`config.mk`:
```
export PLATFORM = sky130hd
export DESIGN_NAME = exe_unit
export DESIGN_NICKNAME = d
export VERILOG_FILES = /design/src/rtl/exe_pkg.sv /design/src/rtl/exe_alu.sv /design/src/rtl/exe_unit.sv
export SDC_FILE = /design/constraint.sdc
export NUM_CORES = 1
export LEC_CHECK = 0
export BUFFER_PORTS_ARGS = -buffer_cell sky130_fd_sc_hd__buf_2
export CAP_MARGIN = 25
export CELL_PAD_IN_SITES_DETAIL_PLACEMENT = 1
export CELL_PAD_IN_SITES_GLOBAL_PLACEMENT = 1
export CORE_MARGIN = 2
export CORE_UTILIZATION = 53
export CTS_BUF_LIST = sky130_fd_sc_hd__clkbuf_8
export DETAILED_ROUTE_END_ITERATION = 12
export MAX_ROUTING_LAYER = met4
export PLACE_DENSITY_LB_ADDON = 0.1
export SLEW_MARGIN = 20
export SYNTH_ARGS = -nofsm -noshare
export SYNTH_HDL_FRONTEND = slang
export SYNTH_SLANG_ARGS = --single-unit
```
`constraint.sdc`:
```
create_clock -name i_clk -period 12.75 [get_ports i_clk]
set_input_delay 3.1875 -clock i_clk [delete_from_list [all_inputs] [get_ports i_clk]]
set_output_delay 3.1875 -clock i_clk [all_outputs]
set_load 0.02 [all_outputs]
```
`src/rtl/exe_pkg.sv`:
```
// Shared definitions for the execute stage: widths, ALU opcodes and flag bit positions.
// Build option: define EXE_SAT_EN to make add/sub saturate on signed overflow.
package exe_pkg;

   localparam int DW   = 6;           // data width, signed two's complement
   localparam int RW   = 4;           // register index width
   localparam int NREG = 2 ** RW;     // architectural registers, R0 included
   localparam int FW   = 4;           // flag vector width {Z,N,C,V}

   // ALU opcodes, taken directly from the instruction word
   localparam logic [2:0] OP_ADD = 3'b000;
   localparam logic [2:0] OP_SUB = 3'b001;
   localparam logic [2:0] OP_SHF = 3'b010;
   localparam logic [2:0] OP_AND = 3'b011;
   localparam logic [2:0] OP_OR  = 3'b100;
   localparam logic [2:0] OP_XOR = 3'b101;
   localparam logic [2:0] OP_NOT = 3'b110;
   localparam logic [2:0] OP_MOV = 3'b111;

   // Flag bit indices inside o_flag
   localparam int FLG_V = 0;
   localparam int FLG_C = 1;
   localparam int FLG_N = 2;
   localparam int FLG_Z = 3;

   // Saturation limits for signed add/sub
   localparam logic [DW-1:0] SAT_MAX = {1'b0, {(DW-1){1'b1}}};
   localparam logic [DW-1:0] SAT_MIN = {1'b1, {(DW-1){1'b0}}};

endpackage

```
`src/rtl/exe_alu.sv`:
```
// Purely combinational ALU: (a, b, op) -> (res, {Z,N,C,V}).
// Build option: EXE_SAT_EN makes add/sub clamp to SAT_MAX/SAT_MIN on signed overflow.
module exe_alu
   import exe_pkg::*;
(
   input  logic [DW-1:0] i_a,
   input  logic [DW-1:0] i_b,
   input  logic [2:0]    i_op,
   output logic [DW-1:0] o_res,
   output logic [FW-1:0] o_flags
);

   logic [DW:0]        w_sum;      // extra MSB is the carry-out
   logic [DW:0]        w_dif;      // extra MSB is the borrow (a < b unsigned)
   logic               w_add_ovf;
   logic               w_sub_ovf;
   logic [DW:0]        w_shl;      // bit DW holds the last bit shifted out
   logic signed [DW:0] w_shr;      // bit 0 holds the last bit shifted out
   logic [DW:0]        w_mag;      // |B| for negative B, range 1..2**(DW-1)
   logic [DW-1:0]      w_res;
   logic               w_c;
   logic               w_v;

   assign w_sum     = {1'b0, i_a} + {1'b0, i_b};
   assign w_dif     = {1'b0, i_a} - {1'b0, i_b};
   assign w_add_ovf = (i_a[DW-1] == i_b[DW-1]) && (w_sum[DW-1] != i_a[DW-1]);
   assign w_sub_ovf = (i_a[DW-1] != i_b[DW-1]) && (w_dif[DW-1] != i_a[DW-1]);

   // One guard bit on each side of A captures the carry from the shift; counts past
   // the width shift zeros (left) or the sign (right) through the guard bit.
   assign w_mag = -{i_b[DW-1], i_b};
   assign w_shl = {1'b0, i_a} << i_b;
   assign w_shr = $signed({i_a, 1'b0}) >>> w_mag;

   // Operation select with carry/overflow generation; defaults pass A through.
   always_comb begin
      w_res = i_a;
      w_c   = 1'b0;
      w_v   = 1'b0;
      case (i_op)
         OP_ADD: begin
            w_res = w_sum[DW-1:0];
            w_c   = w_sum[DW];
            w_v   = w_add_ovf;
`ifdef EXE_SAT_EN
            if (w_add_ovf) w_res = i_a[DW-1] ? SAT_MIN : SAT_MAX;
`endif
         end
         OP_SUB: begin
            w_res = w_dif[DW-1:0];
            w_c   = w_dif[DW];
            w_v   = w_sub_ovf;
`ifdef EXE_SAT_EN
            if (w_sub_ovf) w_res = i_a[DW-1] ? SAT_MIN : SAT_MAX;
`endif
         end
         OP_SHF: begin
            if (i_b[DW-1]) begin
               w_res = w_shr[DW:1];
               w_c   = w_shr[0];
            end else if (i_b != '0) begin
               w_res = w_shl[DW-1:0];
               w_c   = w_shl[DW];
            end
         end
         OP_AND:  w_res = i_a & i_b;
         OP_OR:   w_res = i_a | i_b;
         OP_XOR:  w_res = i_a ^ i_b;
         OP_NOT:  w_res = ~i_a;
         OP_MOV:  w_res = i_a;
         default: w_res = i_a;
      endcase
   end

   assign o_res = w_res;
   assign o_flags[FLG_Z] = (w_res == '0);
   assign o_flags[FLG_N] = w_res[DW-1];
   assign o_flags[FLG_C] = w_c;
   assign o_flags[FLG_V] = w_v;

endmodule

```
`src/rtl/exe_unit.sv`:
```
// Execute stage top: R1..R15 register file, immediate/ALU result mux and output registers.
// R0 has no storage; reading it returns the external operand i_data2.
// Build option: EXE_SAT_EN (passed through to exe_alu) enables add/sub saturation.
module exe_unit
   import exe_pkg::*;
(
   input  logic          i_clk,
   input  logic          i_rsn,
   input  logic [2:0]    i_oper,
   input  logic [RW-1:0] i_reg0,
   input  logic [RW-1:0] i_reg1,
   input  logic [RW-1:0] i_reg2,
   input  logic [DW-1:0] i_data,
   input  logic          i_imm,
   input  logic [DW-1:0] i_data2,
   output logic [DW-1:0] o_data,
   output logic [FW-1:0] o_flag
);

   logic [DW-1:0] w_rf [0:NREG-1];   // read view: index 0 is the external operand
   logic [DW-1:0] w_a;
   logic [DW-1:0] w_b;
   logic [DW-1:0] w_alu_res;
   logic [FW-1:0] w_alu_flags;
   logic [DW-1:0] w_res;
   logic [FW-1:0] w_flags;

   assign w_rf[0] = i_data2;

   genvar gi;
   generate
      for (gi = 1; gi < NREG; gi++) begin : g_reg
         logic [DW-1:0] r_q;

         // Register gi: cleared by reset, otherwise loaded when it is the destination.
         always_ff @(posedge i_clk) begin
            if (i_rsn)
               r_q <= '0;
            else if (i_reg2 == RW'(gi))
               r_q <= w_res;
         end

         assign w_rf[gi] = r_q;
      end
   endgenerate

   // Asynchronous reads see the pre-edge contents, so same-cycle writes are not bypassed.
   assign w_a = w_rf[i_reg0];
   assign w_b = w_rf[i_reg1];

   exe_alu u_alu (
      .i_a     (w_a),
      .i_b     (w_b),
      .i_op    (i_oper),
      .o_res   (w_alu_res),
      .o_flags (w_alu_flags)
   );

   // Immediate loads bypass the ALU; only Z and N are meaningful for them.
   always_comb begin
      w_res   = w_alu_res;
      w_flags = w_alu_flags;
      if (i_imm) begin
         w_res          = i_data;
         w_flags        = '0;
         w_flags[FLG_Z] = (i_data == '0);
         w_flags[FLG_N] = i_data[DW-1];
      end
   end

   // Registered result and flags, one cycle after the operands are presented.
   always_ff @(posedge i_clk) begin
      if (i_rsn) begin
         o_data <= '0;
         o_flag <= '0;
      end else begin
         o_data <= w_res;
         o_flag <= w_flags;
      end
   end

endmodule

```
# == Word-level counts from Yosys, hierarchy flattened ==
# Index checks and enable logic that the tools add are counted.
# totals
word_cells,79
input_bits,30
regBits,100
# op_classes
n_lt_le_gt_ge,2
n_addsub,3
shifts,2
bitwise,6
n_eq_ne,26
muxes,15
n_reduce_logical,7
# ops
operator,count
6-bit binary-select mux with 4-bit select,2
6-bit case mux with 8 select lines,1
6-bit two-way mux,7
4-bit equality test (second input constant),8
4-bit by 3-bit equality test with 1-bit output (second input constant),4
3-bit equality test (second input constant),4
6-bit logical NOT,2
5-bit >= comparator (second input constant),2
4-bit inverter with 5-bit output,2
4-bit by 2-bit equality test with 1-bit output (second input constant),2
6-bit by 6-bit adder with 7-bit output,1
7-bit negator,1
6-bit by 6-bit left shift with 7-bit output,1
7-bit by 7-bit >>> shifter with 7-bit output,1
6-bit by 6-bit subtractor with 7-bit output,1
6-bit AND,1
3-bit by 2-bit equality test with 1-bit output (second input constant),2
6-bit inverter,1
6-bit OR,1
6-bit nonzero test,1
6-bit XOR,1
4-bit by 1-bit equality test with 1-bit output (second input constant),1
4-bit two-way mux,1
3-bit by 1-bit equality test with 1-bit output (second input constant),1
8 further kinds,12

# == Longest topological paths before layout ==
# Gate-level depths: netlist (run 1).
# logic_depth
word_depth,10
depth_mapped,21
depth_no_buf,17

# == Hierarchy ==
# A second synthesis (run 1) with hierarchy kept.
# unflattened
cells_unflattened,727
hier_area_um2,7031.7
# by_module_without_submodules
mod,area_per_inst_um2,seq_area_each_um2,n_inst,cells_per_inst
exe_unit,5193.7,2001.9,1,459
exe_alu,1838.0,0.0,1,268

# == Least setup slack after synthesis (run 1) ==
# No wires, ideal clock.
# synth_path
path_kind,input to register
from,input port i_reg0[0]
to,register g_reg[2].r_q[2]
setup_slack_ps,5197
setup_ps,145
arrival_ps,7408
t_required_ps,12605
stages,19
cell_sequence,clkbuf_1 -> buf_2 -> mux4_2 -> mux4_2 -> inv_2 -> ha_1 -> inv_1 -> fa_1 -> o21ai_0 -> nand3_1 -> a21o_1 -> o31a_1 -> a211oi_1 -> a21oi_1 -> o21ai_0 -> o21ai_1 -> mux2i_1 -> clkbuf_1 -> a211oi_1
# synth_between
elab_chain_cells,9
# synth_rtl
item,line,rtl
"start, declared",exe_unit.sv:10,"input logic [RW-1:0] i_reg0,"
4-bit inverter with 5-bit output (implied by the code) *,exe_unit.sv:48,assign w_a = w_rf[i_reg0];
6-bit binary-select mux with 4-bit select *,exe_unit.sv:48,
6-bit two-way mux (implied by the code) * (2 in series),exe_unit.sv:48,
6-bit by 6-bit left shift with 7-bit output,exe_alu.sv:32,"assign w_shl = {1'b0, i_a} << i_b;"
6-bit two-way mux,exe_alu.sv:61,end else if (i_b != '0) begin
6-bit two-way mux,exe_alu.sv:58,if (i_b[DW-1]) begin
6-bit case mux with 8 select lines *,exe_alu.sv:40,case (i_op)
6-bit two-way mux *,exe_unit.sv:63,if (i_imm) begin
"end signal, assigned",exe_unit.sv:40,r_q <= w_res;
"end, declared",exe_unit.sv:33,logic [DW-1:0] r_q;
# Every way passes the cells marked *; elsewhere a longest branch is shown, timed or not. The select of a mux whose other input is x is not followed.
# A chain may end at the register's enable or synchronous reset.

# == Final worst setup path (run 1) ==
# layout_path
from,input port i_reg1[0]
to,register g_reg[8].r_q[3]
# layout_between
elab_chain_cells,9
# layout_rtl
item,line,rtl
"start, declared",exe_unit.sv:11,"input logic [RW-1:0] i_reg1,"
4-bit inverter with 5-bit output (implied by the code) *,exe_unit.sv:49,assign w_b = w_rf[i_reg1];
6-bit binary-select mux with 4-bit select *,exe_unit.sv:49,
6-bit two-way mux (implied by the code) * (2 in series),exe_unit.sv:49,
"7-bit negator, or another cell as far along",exe_alu.sv:31,"assign w_mag = -{i_b[DW-1], i_b};"
7-bit by 7-bit >>> shifter with 7-bit output / 6-bit two-way mux (equally long branches),"exe_alu.sv:33, exe_alu.sv:61",
6-bit two-way mux,exe_alu.sv:58,
6-bit case mux with 8 select lines *,exe_alu.sv:40,
6-bit two-way mux *,exe_unit.sv:63,
"end signal, assigned",exe_unit.sv:40,
"end, declared",exe_unit.sv:33,
# Marks and branches as above.

==> out/results.txt, run 1 <==
The flow ran to the end, and the final reports show no timing, DRC or antenna violations. The global placement routability congestion is 0.975. Setup slack closes at 4.44 ns. The total of max-cap violations is 0, and the number of endpoints failing setup at the final stage is 0. The vertical die dimension works out to 120 um.

The logs give 99 for the number of sinks driven by the clock tree and 0.40 ns for the later-pin clock latency in the skew report. The logs give 13200 sq um for the area of the core region and 42 for the standard-cell row count. The fraction of layout instances using a drive strength above 1 works out to 0.194.

Dividing the detail-routed via count by the number of cells gives 6.87. Buffers placed on the I/O ports in this run total 39. For this run, the post-layout net count is 828. HPWL after detailed placement: 18.2 mm. Synthesis inferred 99 register bits. Arrival time reported for the critical path endpoint: 8.57 ns.

Yosys synthesis warning count: 0. Once detail routing completed, the nets flagged for antenna violations numbered 0. The top fanout value on the critical path is 22, and the sum of negative setup slack is 0 ns. The TritonCTS buffer count is 9, and the number of buffers inserted for hold repair after clock tree synthesis is 0. The max-slew violation count is 0, and the DRC violation total after the first TritonRoute iteration is 530. The number of flops mapped to enable cells by yosys was 0. Post-synth net total: 831.

The worst setup path is of the in2reg kind. The biggest area contributor in the post-synthesis netlist is dfxtp_1. After clock tree synthesis, the clock-pin slew on the worst setup and hold paths is 0.12 ns. Dominant synthesized flop cell: dfxtp_1.

Averaged over all synthesized cells, the footprint is 9.13 sq um. The tools report the vias after detailed routing as 6580. The share of synthesized area occupied by flip-flops and latches came out at 0.278. Number of hold violations in the final report: 0. The tools report the clock tree root buffer cell as clkbuf_8.

The I/O pin total is 40. The effective utilization at floorplan is 0.540, and the global-route wire length before repair is 37.7 mm. Dividing the detail-routed wire length by the instance count gives 25.6 um. The number of gates resized after CTS is 0. The async set or reset register ratio after synthesis was 0. The post-route minimum period came out at 8.31 ns. The worst-case IR drop observed on VDD is 0.0862 mV. The pre-CTS setup slack is 4.09 ns.

The clock passes through at most 2 buffers. The fraction of post-synthesis cell area in the top cell type by area was 0.278; the signed area change from the synthesized netlist to the final layout was 5.78%. From left edge to right edge, the die measures 120 um.

The total congestion overflow came out at 0. The run gives 0.354 as the global-route usage over all layers. The run gives 79 as the largest net degree at the start of global routing. The logs give 0.0167 ns for the worst clock skew on the final layout and 72 for the number of distinct library cell variants in the gate-level netlist after synthesis.

Setup repair after global routing left no endpoint under its margin. Number of antenna cells inserted: 0. The die covers 14400 sq um. The tools report the number of global-route vias before repair as 6625.

The relative slew slack is 0.392, and the wire length after detailed routing is 24.5 mm. The tools report the number of instances in the synthesized netlist as 780. Fmax: 120 MHz. At the worst endpoint, the required time is 13.01 ns. The tools report the total of fill cells in the finished design as 1557. Worst hold slack: 0.488 ns. Yosys instantiated no cell more often than dfxtp_1.

The number of antenna violations at the first check in global routing came out at 0. The min-delay analysis places its worst path in the category reg2reg. In this run the power density over the cells is 98.0 nW/um^2. The tools report the kind of end point of the critical path as a register. TritonCTS built the clock tree. In the synthesized netlist, the cells that appear most often are dfxtp_1 (99), nor2_1 (98), nand3_1 (64). By area the synthesized netlist is led by dfxtp_1 (28%), mux4_2 (17%), a211oi_1 (5.3%). The category of the worst setup path launch point was a primary input. At the pin with the least slew margin, the transition time is 0.906 ns. For this run, design rule violations remaining after detail routing come to 0. The tools report the static power due to leakage as 2.63 nW.

The ratio of final minimum period to clock period is 0.652, and the number of H-tree levels is 3. For this run, the detailed router's first-pass iteration total came to 5. The post-CTS repair timing setup buffer count is 0, and the cell area after synthesis is 7120 sq um.
[final timing paths]
| path | startpoint | endpoint | slack (ns) | cells past startpoint |
|---|---|---|---|---|
| hold reg to reg | g_reg[13].r_q[4] | g_reg[13].r_q[4] | 0.49 | 2 |
| hold / removal | g_reg[13].r_q[4] | g_reg[13].r_q[4] | 0.49 | 2 |
| setup reg to reg | g_reg[14].r_q[1] | g_reg[8].r_q[3] | 7.59 | 13 |
| setup / recovery | i_reg1[0] | g_reg[8].r_q[3] | 4.44 | 14 |
[routing by layer]
metal / vias up / GRT usage / share of wire
met5: - / - / 0
met4: 0 / 0.135 / 0.029
met3: 62 / 0.0727 / 0.068
met2: 263 / 0.566 / 0.49
met1: 3314 / 0.443 / 0.41
li1: 2941 / - / -
[layout by cell type, fill, tap and decap left out, types with 3 or more instances in the layout]
master and instances:
a31oi_1 8, o21ai_0 18, ha_1 19, nand2b_1 6, buf_2 41, o21ai_1 17, o211ai_1 4, nand2_1 47
o22ai_1 6, mux2i_1 26, a22oi_1 6, nand3_1 64, mux2_2 3, o31ai_1 8, nor4_1 4, a21oi_1 40
o21bai_1 4, a22o_1 4, inv_2 7, a21o_1 5, and2_1 8, or3_1 3, clkbuf_8 9, nor3_1 11
mux4_2 53, dfxtp_1 99, a211oi_1 50, nor2b_1 9, xnor2_1 16, o31ai_2 9, buf_4 3, nor2_1 98
nor3_2 4, inv_1 13, nand4_1 3
[logic make-up after synthesis]
group / after synthesis / share of synthesized area
adder cells (fa/ha/maj): 21 / 0.0390
XOR/XNOR: 17 / 0.0209
AND/OR/NAND/NOR: 269 / 0.179
buffers and inverters: 82 / 0.0545
multiplexers: 86 / 0.220
AO/OA/AOI/OAI: 206 / 0.208
flip-flops: 99 / 0.278
[cell type report]
class | count | area [sq um] | share of cell area
clock inverter | 7 | 80.1 | 0.0106
multi-input combinational | 599 | 4770 | 0.634
timing repair buffer | 46 | 267 | 0.0354
tap | 176 | 220 | 0.0292
sequential | 99 | 1980 | 0.263
inverter | 22 | 83.8 | 0.0111
clock buffer | 9 | 124 | 0.0165
[state kept, by name, indices dropped and copies added (netlist names)]
signal,flops
o_flag,4
o_data,5
g.r_q,90
[report_power, final]
group          internal (mW)  switching, mW  leakage, nW
Clock                 0.0781          0.138       0.0994
Sequential             0.319        0.00797        0.803
Combinational         0.0697          0.125         1.72
[critical path, stage by stage]
cell and delay, ns:
buf_2 0.58, mux4_1 0.65, a22oi_1 0.36, and2_1 0.55, ha_1 0.40, nor2b_1 0.25
a22oi_2 0.13, a211oi_1 0.41, a211oi_2 0.14, a211oi_1 0.34, mux2_1 0.37, o31ai_1 0.40
o21a_1 0.60, a211oi_1 0.18
[per-stage QoR]
stage               power, mW  area, sq um  instances   util
finish                  0.738         7530        958  0.571
global route            0.766         7530        958  0.571
CTS                     0.734         7470        955  0.566
detailed placement      0.521         7260        939  0.551
global placement        0.515         7250        938  0.550
floorplan               0.472         7120        780      -
(Power assumes the default switching activity.)
==> run 2: changes to the inputs <==
--- a/config.mk
+++ b/config.mk
@@ -5,12 +5,13 @@
 export SDC_FILE = /design/constraint.sdc
 export NUM_CORES = 1
 export LEC_CHECK = 0
+export ABC_AREA = 1
 export BUFFER_PORTS_ARGS = -buffer_cell sky130_fd_sc_hd__buf_2
 export CAP_MARGIN = 25
 export CELL_PAD_IN_SITES_DETAIL_PLACEMENT = 1
 export CELL_PAD_IN_SITES_GLOBAL_PLACEMENT = 1
 export CORE_MARGIN = 2
-export CORE_UTILIZATION = 53
+export CORE_UTILIZATION = 45
 export CTS_BUF_LIST = sky130_fd_sc_hd__clkbuf_8
 export DETAILED_ROUTE_END_ITERATION = 12
 export MAX_ROUTING_LAYER = met4
==> constraint.sdc (replaced) <==
create_clock -name i_clk -period 8.2 [get_ports i_clk]
set_input_delay 2.05 -clock i_clk [delete_from_list [all_inputs] [get_ports i_clk]]
set_output_delay 2.05 -clock i_clk [all_outputs]
set_load 0.02 [all_outputs]
==> run 2 against run 1 <==
Compared with the run above: worst hold slack improved by 0.022 ns; synthesized cell count rose by 52%; clock power rose by 75%; design area rose by 5.0%; register-to-register slack got worse by 3.5 ns; clock skew fell by 0.0028 ns; critical path depth rose by 8; synthesized area rose by 4.6%; final cell count rose by 47%; setup slack got worse by 2.6 ns; via count rose by 19%; non-clock buffer count rose by 2; largest power group unchanged.
==> out/results.txt, run 2 <==
The flow ran to the end, and the final reports show no timing, DRC or antenna violations. The floorplan die width is 133 um (+11%). The worst register-to-register path ends at g_reg[15].r_q[5]. The required time at the endpoint of the critical path is 8.49 ns (-4.52 ns), and the cell area after synthesis is 7450 sq um (+4.6%). Grouping stages by cell kind, the critical path spends the most delay in buffers and inverters. Vias after detailed routing: 7859 (+19%).

The worst hold slack is 0.510 ns (+0.0219 ns). Traced cell by cell, the critical path runs through buf_2, buf_4, o21ai_0, nand3_1, nand3_1, nand2_1, inv_1, ha_1, o31ai_1, inv_1, nor2_1, nor3_1, o21ai_0, o2111ai_1, a211oi_1, nand2_1, nand3_1, nand2_1, inv_1, nand2_1, o211ai_1, inv_1. The vertical die dimension works out to 133 um (+11%).

The number of antenna violations at the first check in global routing came out at 0 (unchanged). The logs give 0.944 (-3.2%) for the global placement routability congestion and 42.2 mm (+12%) for the global-route wire length before repair. The number of buffer and inverter stages on the critical path came out at 6 (+5).

The DRC violation total after the first TritonRoute iteration was 514 (-3.0%). The number of distinct library cell variants in the gate-level netlist after synthesis is 48 (-33%), and the effective utilization at floorplan is 0.454 (-0.0858). By instance count, the leading cell after synthesis is nand2_1. The max-slew violation count is 0 (unchanged).

The fraction of post-synthesis cell area in the top cell type by area came out at 0.266 (-0.0123). The signed area change from the synthesized netlist to the final layout came out at 6.17%. Sum of negative setup slack: 0 ns (unchanged).

In the post-synthesis netlist, the biggest area contributors are dfxtp_1 (27%), nand2_1 (11%), inv_1 (10%). The worst hold path terminates at g_reg[13].r_q[1]. The number of flip-flops under the largest register name is 90 (unchanged), and the global-route met1 utilization is 0.437 (-0.00628). The share of power burned in combinational logic was 0.325 (+0.061).

The post-route minimum period is 6.35 ns. The tools report the startpoint of the worst hold path as g_reg[13].r_q[1]. The wire length per cell works out to 18.5 um (-28%). The root buffer cell chosen for the clock tree is clkbuf_8.

The worst setup path is captured at a register. The tools report the total congestion overflow as 0 (unchanged). For the global-route met3 utilization, the log shows 0.0425 (-0.0302). For the number of remaining DRC errors, the log shows 0 (unchanged). For the die area, the log shows 17600 sq um (+22%). Ranked by instance count, the synthesized netlist is headed by nand2_1 (216), inv_1 (207), nand3_1 (134). The critical path is of the in2reg type. The global-route met2 utilization is 0.475 (-0.0911), and the standard-cell row count is 47 (+12%). The depth of the most critical reg-to-reg path was 23 (+10); the ratio of final minimum period to clock period was 0.774. The wire length after detailed routing was 26.1 mm (+6.4%); the power dissipated by switching net loads was 0.512 mW (+89%).

The iteration count of the initial detailed-routing pass was 5 (unchanged); the slew at the pin with the worst max-slew slack was 0.884 ns (-0.0213 ns). The HPWL after detailed placement is 19.0 mm (+4.8%), and the yosys synthesis warning count is 0 (unchanged). The maximum ir drop on the vdd rail is 0.112 mV (+30%).

The count of state elements after synthesis came out at 99 (unchanged). The power density over the cells is 166 nW/um^2 (+69%). The tools report the startpoint of the worst register-to-register path as g_reg[1].r_q[2]. The number of flops mapped to enable cells by yosys was 0 (unchanged). Setup repair after global routing left no endpoint under its margin. Post-detailed-route count of antenna-violating nets: 0 (unchanged).

The worst hold path belongs to the class reg2reg. The delay of the slowest cell on the worst path came out at 0.64 ns (about the same). The total of max-cap violations is 0 (unchanged), and the post-CTS repair timing setup buffer count is 0 (unchanged). TritonCTS built the clock tree. The fraction of power spent switching nets is 0.391 (+0.0229). The run gives 1235 (+49%) as the number of nets in the layout.

The hold path depth was 2 (unchanged). The number of H-tree levels is 3 (unchanged). The async set or reset register ratio after synthesis is 0 (unchanged). Overall power of the completed layout: 1.31 mW (+78%). The top fanout value on the critical path works out to 49 (+120%).

The global-route usage over all layers is 0.309 (-0.0441). The largest registers in the layout are g.r_q (90), o_data (5), o_flag (4). Area of the core region: 16400 sq um (+24%). The logs give 0.800 mW (+71%) for the cell internal power dissipation and 9 (unchanged) for the TritonCTS buffer count. The tools report the number of endpoints failing setup at the final stage as 0 (unchanged). The relative slew slack came out at 0.409 (+0.0174). The number of buffers added on ports is 39 (unchanged), and the maximum count of clock buffers along a single path is 2 (unchanged). The dominant synthesized flop cell was dfxtp_1. The run gives 7687 (+16%) as the number of global-route vias before repair. Most frequent standard cell in the layout excluding fill and tap cells: nand2_1. Post-synth net total: 1233 (+48%).

The worst setup slack for register-to-register paths was 4.11 ns (-3.48 ns); the arrival time reported for the critical path endpoint was 6.63 ns (-1.94 ns). The sequential power share was 0.388 (-0.055). After global routing, the most crowded layer is met2.

For this run, the top clock speed supported by timing is 158 MHz. The fraction of layout instances using a drive strength above 1 came out at 0.101 (-0.0934). The static power due to leakage was 3.82 nW (+46%); the synthesized area divided by synthesized cell count was 6.30 sq um (-31%). Worst clock skew on the final layout: 0.0139 ns (-0.00282 ns).

Slowest cell on the critical path: buf_2. For the I/O pin total, the log shows 40 (unchanged). Later-pin clock latency in the skew report: 0.39 ns (about the same). Library cell occupying the most area in the post-synthesis netlist: dfxtp_1. Share of synthesized area occupied by flip-flops and latches: 0.266 (-0.0123). The worst setup path is launched from a primary input.

The run gives 0 (unchanged) as the number of gates resized after CTS. Leaving out fill and tap cells, the most frequent cells in the layout are nand2_1 (216), inv_1 (207), nand3_1 (134). The number of instances in the synthesized netlist was 1182 (+52%). The number of buffers inserted for hold repair after clock tree synthesis was 0 (unchanged); the number of sinks driven by the clock tree was 99 (unchanged). The clock transition at the registers of the reported paths was 0.10 ns (-0.02 ns). The total of fill cells in the finished design was 2270 (+46%). The fraction of power consumed by the clock network came out at 0.287 (-0.006). Ranked by flip-flop count, first place goes to g.r_q.

The average vias per placed instance is 5.57 (-19%). The logs give 0 (unchanged) for the number of hold violations in the final report and 65 (-18%) for the largest net degree at the start of global routing.
## run 2: cell count changes after synthesis, sizes merged, moves of 14 or more
cell | before | now
clkbuf | 35 | 20
o21ai | 35 | 102
mux2i | 26 | 0
xnor2 | 16 | 1
inv | 21 | 216
o31ai | 17 | 3
nor2 | 99 | 82
mux4 | 55 | 0
o211ai | 6 | 68
nand3 | 65 | 148
nand2 | 47 | 231
a21oi | 40 | 120
a211oi | 51 | 1
## run 2: per-layer routing
metal,vias up,routed length (um)
li1,3883,-
met2,156,11700
met5,-,0
met4,0,212
met1,3807,12900
met3,13,1220
## run 2: cell families (layout without fill, tap and decap cells)
logic type,Yosys count,in the layout,share of synthesized area
and+or+nand+nor,477,477,0.294
AOI/OAI and AO/OA,306,306,0.242
buffers and inverters,275,282,0.155
DFF,99,99,0.266
adders and majority gates,21,21,0.0373
xor gates and xnor gates,4,4,0.00571
other,0,1,0
## run 2: how the worst max path moves through the flow
stage	startpoint	depth (start not counted)	to
floorplan	i_reg0[0]	20	g_reg[2].r_q[4]
global placement	i_reg0[0]	22	g_reg[12].r_q[3]
detailed placement	i_reg0[0]	23	g_reg[10].r_q[3]
CTS	i_reg0[0]	22	g_reg[10].r_q[3]
global route	i_reg0[0]	23	g_reg[10].r_q[3]
finish	i_reg0[0]	22	g_reg[10].r_q[3]
## run 2: power groups by stage
stage | logic (mW) | registers [mW] | clock network, mW
5_1_grt | 0.474 | 0.511 | 0.400
6_report | 0.426 | 0.509 | 0.377
2_1_floorplan | 0.303 | 0.522 | 0
3_3_place_gp | 0.414 | 0.520 | 0
4_1_cts | 0.422 | 0.509 | 0.386
3_5_place_dp | 0.419 | 0.520 | 0
## run 2: tightest hold or removal path: stages (launching register included)
cell and delay [ns]:
dfxtp_1 0.34, o211ai_1 0.09, inv_1 0.05
## run 2: area by class of cell
class,count,area [sq um],area share
repair buffers,48,283,0.0358
clock inverters,7,105,0.0133
inverters,218,822,0.104
well taps,220,275,0.0348
flip-flops and latches,99,1980,0.251
multi-input cells,808,4310,0.545
diodes,1,2.50,0.000317
clock buffers,9,124,0.0157
## run 2: stage by stage
stage               instances  cell area [sq um]  setup WS, ns   util
floorplan                1182               7450          3.08      -
global placement         1392               7650          1.58  0.466
detailed placement       1393               7670          1.51  0.468
CTS                      1409               7900          1.92  0.482
global route             1409               7900          1.35  0.482
finish                   1410               7910          1.85  0.482
==> run 3: changes to the inputs <==
--- a/config.mk
+++ b/config.mk
@@ -5,13 +5,13 @@
 export SDC_FILE = /design/constraint.sdc
 export NUM_CORES = 1
 export LEC_CHECK = 0
-export ABC_AREA = 1
+export ABC_AREA = 0
 export BUFFER_PORTS_ARGS = -buffer_cell sky130_fd_sc_hd__buf_2
 export CAP_MARGIN = 25
 export CELL_PAD_IN_SITES_DETAIL_PLACEMENT = 1
 export CELL_PAD_IN_SITES_GLOBAL_PLACEMENT = 1
 export CORE_MARGIN = 2
-export CORE_UTILIZATION = 45
+export CORE_UTILIZATION = 50
 export CTS_BUF_LIST = sky130_fd_sc_hd__clkbuf_8
 export DETAILED_ROUTE_END_ITERATION = 12
 export MAX_ROUTING_LAYER = met4
==> constraint.sdc (replaced) <==
create_clock -name i_clk -period 6 [get_ports i_clk]
set_input_delay 1.5 -clock i_clk [delete_from_list [all_inputs] [get_ports i_clk]]
set_output_delay 1.5 -clock i_clk [all_outputs]
set_load 0.02 [all_outputs]
==> run 3 against run 2 <==
Compared with the run above: sequential share of layout area rose by 0.60 points; final cell count fell by 30%; combinational power up 2%; critical path depth decreased by 4; critical path type unchanged; largest cell class unchanged; largest power group unchanged.
==> out/results.txt, run 3 (synthesis results as in run 1) <==
The tools report the vias after detailed routing as 6779 (-14%). The DRC violation total after the first TritonRoute iteration is 556 (+8.2%), and the number of buffers added on ports is 39 (unchanged). The number of H-tree levels was 3 (unchanged); the total of fill cells in the finished design was 1619 (-29%).

Setup repair after global routing left no endpoint under its margin. The post-route minimum period was 5.64 ns. The hold path depth is 2 (unchanged), and the area used by multi-input combinational logic is 4750 sq um (+10%). The register cell area after layout was 1980 sq um (unchanged). The worst hold path terminates at g_reg[5].r_q[4]. The logs give 1.36 ns (-2.75 ns) for the worst setup slack for register-to-register paths and 15200 sq um (-14%) for the die area.

The logs give 80 (+23%) for the largest net degree at the start of global routing and 19.4 mm (+1.6%) for the HPWL after detailed placement. The run gives 1.64 mm (+34%) as the met3 wirelength from detailed routing. The worst register-to-register path ends at g_reg[12].r_q[2]. Routed signal wires occupy layers up through met4. The total congestion overflow is 0 (unchanged), and the total stage count of the critical path is 18 (-18%). The run gives 0.356 (+0.0464) as the global-route usage over all layers. The number of sinks driven by the clock tree is 99 (unchanged), and the non-filler instance count after layout is 992 (-30%).

The run finished with clean final reports. For the required time at the endpoint of the critical path, the log shows 6.30 ns (-2.19 ns). The overall power of the completed layout is 1.60 mW (+22%). The most critical setup path has its startpoint at i_reg0[0].

Later-pin clock latency in the skew report: 0.40 ns (about the same). The run gives 0 (unchanged) as the total of max-cap violations. Number of gates resized after CTS: 0 (unchanged). The number of remaining DRC errors came out at 0 (unchanged). The tools report the post-CTS repair timing setup buffer count as 0 (unchanged). The wire length per cell was 25.5 um (+38%). The worst setup path is launched from a primary input. STA classifies the critical path endpoint as a register. The delay of the slowest cell on the worst path works out to 0.61 ns (-0.03 ns). Top fanout value on the critical path: 16 (-67%).

Ratio of final minimum period to clock period: 0.941. The logs give 5 (unchanged) for the iteration count of the initial detailed-routing pass and 858 (-31%) for the number of nets in the layout. The critical path's most frequent cell is mux4_2. The effective utilization at floorplan is 0.513 (+0.0589). The worst setup path is of the in2reg kind.

The number of flip-flops under the largest register name was 90 (unchanged); the area of the core region was 13900 sq um (-15%). The vertical die dimension was 123 um (-7.0%); the number of antenna cells inserted was 0 (-1). The slew at the pin with the worst max-slew slack is 0.982 ns (+0.0973 ns), and the global placement routability congestion is 1.03 (+8.9%).

TritonCTS built the clock tree. For the worst hold slack, the log shows 0.485 ns (-0.0246 ns). Detailed-routing wirelength on met1: 10.5 mm (-19%). Number of endpoints failing setup at the final stage: 0 (unchanged). The fraction of layout instances using a drive strength above 1 is 0.220 (+0.120). Maximum count of clock buffers along a single path: 2 (unchanged).

The slowest cell on the critical path was mux4_2. Number of buffer and inverter stages on the critical path: 4 (-2). The fmax is 177 MHz.

The tools report the global-route wire length before repair as 39.3 mm (-6.8%). The clock transition at the registers of the reported paths is 0.11 ns (about the same). In this run the most critical hold path is launched from g_reg[5].r_q[4]. The TritonCTS buffer count came out at 9 (unchanged). The average vias per placed instance works out to 6.83 (+23%). The sum of negative setup slack was 0 ns (unchanged); the number of antenna violations at the first check in global routing was 0 (unchanged). The number of global-route vias before repair is 6932 (-9.8%). The signed area change from the synthesized netlist to the final layout is 8.49%, and the I/O pin total is 40 (unchanged). The floorplan die width works out to 123 um (-7.0%). The depth of the most critical reg-to-reg path is 17 (-26%). The standard-cell row count is 43 (-8.5%), and the arrival time reported for the critical path endpoint is 5.94 ns (-0.69 ns).

The met2 wirelength from detailed routing is 12.2 mm (+4.2%), and the static power due to leakage is 2.77 nW (-28%). For the maximum ir drop on the vdd rail, the log shows 0.184 mV (+64%). The library cells used most frequently in the layout, excluding fill and tap cells, are dfxtp_1 (99), nor2_1 (98), nand3_1 (64).

Power density over the cells: 207 nW/um^2 (+25%). The max-slew violation count came out at 0 (unchanged). The run gives 0.341 (-0.0685) as the relative slew slack. The worst clock skew on the final layout is 0.0209 ns (+0.00697 ns). The largest registers in the layout are g.r_q (90), o_data (5), o_flag (4). The critical path goes through buf_2, mux4_2, mux4_2, inv_2, ha_1, inv_1, fa_1, or3_1, nand3_1, a21o_1, o31a_1, o22ai_1, a21oi_1, nand2_1, o21ai_1, mux2i_1, buf_4, a211oi_1. The number of hold violations in the final report is 0 (unchanged). The number of buffers inserted for hold repair after clock tree synthesis came out at 0 (unchanged). The register with the most flip-flops in the final layout is g.r_q. Leaving out fill and tap cells, the most frequent cell in the layout is dfxtp_1. In this run the critical register-to-register path is launched from g_reg[15].r_q[0].

The tools report the placed cell count as 975 (-30%). The post-detailed-route count of antenna-violating nets came out at 0 (unchanged). For the wire length after detailed routing, the log shows 25.3 mm (-2.9%). The tree is rooted in a clkbuf_8. The kind of cell with the highest combined delay along the critical path is multiplexers. The worst hold path belongs to the class reg2reg.
run 3: cell count changes in the layout (fill, tap and decap cells not counted), moves of 53 or more:
| cell | previous run | this run |
|---|---|---|
| mux4_2 | 0 | 53 |
| nand2_1 | 216 | 47 |
| inv_1 | 207 | 14 |
| o211ai_1 | 61 | 4 |
| o21ai_0 | 83 | 18 |
| a21oi_1 | 119 | 40 |
| nand3_1 | 134 | 64 |
run 3: tightest hold or removal path, cell delays in order (launching register included):
cell and delay [ns]:
dfxtp_1 0.34, nand2_1 0.06, a21oi_1 0.05
run 3: power by group:
group / total, mW / switching [mW] / internal [mW] / leakage [nW]
registers: 0.696 / 0.0175 / 0.678 / 0.803
logic: 0.433 / 0.271 / 0.162 / 1.86
clock network: 0.473 / 0.301 / 0.172 / 0.107
run 3: layer usage:
metal,up-vias,GRT usage
li1,3002,-
met4,0,0.141
met2,291,0.568
met1,3415,0.448
met3,71,0.0655
met5,-,-
run 3: worst max path at each step:
stage	slack [ns]	endpoint
2_1_floorplan	0.13	g_reg[4].r_q[2]
3_3_place_gp	0.12	g_reg[6].r_q[2]
3_5_place_dp	0.02	g_reg[3].r_q[2]
4_1_cts	0.43	g_reg[3].r_q[2]
5_1_grt	0.24	g_reg[12].r_q[2]
6_report	0.36	g_reg[12].r_q[2]
run 3: cell type report:
cell class                      count  share of cell area
Clock buffer                        9              0.0160
Clock inverter                      7              0.0122
Timing Repair Buffer               76              0.0603
Multi-Input combinational cell    599               0.615
Inverter                           22              0.0109
Sequential cell                    99               0.257
Tap cell                          180              0.0292
run 3: through the flow:
step                utilization  setup WS, ns  instance area, sq um
finish                    0.556         0.357                  7720
global route              0.556         0.240                  7720
CTS                       0.556         0.434                  7720
detailed placement        0.540        0.0220                  7500
global placement          0.540         0.123                  7490
floorplan                     -         0.134                  7120
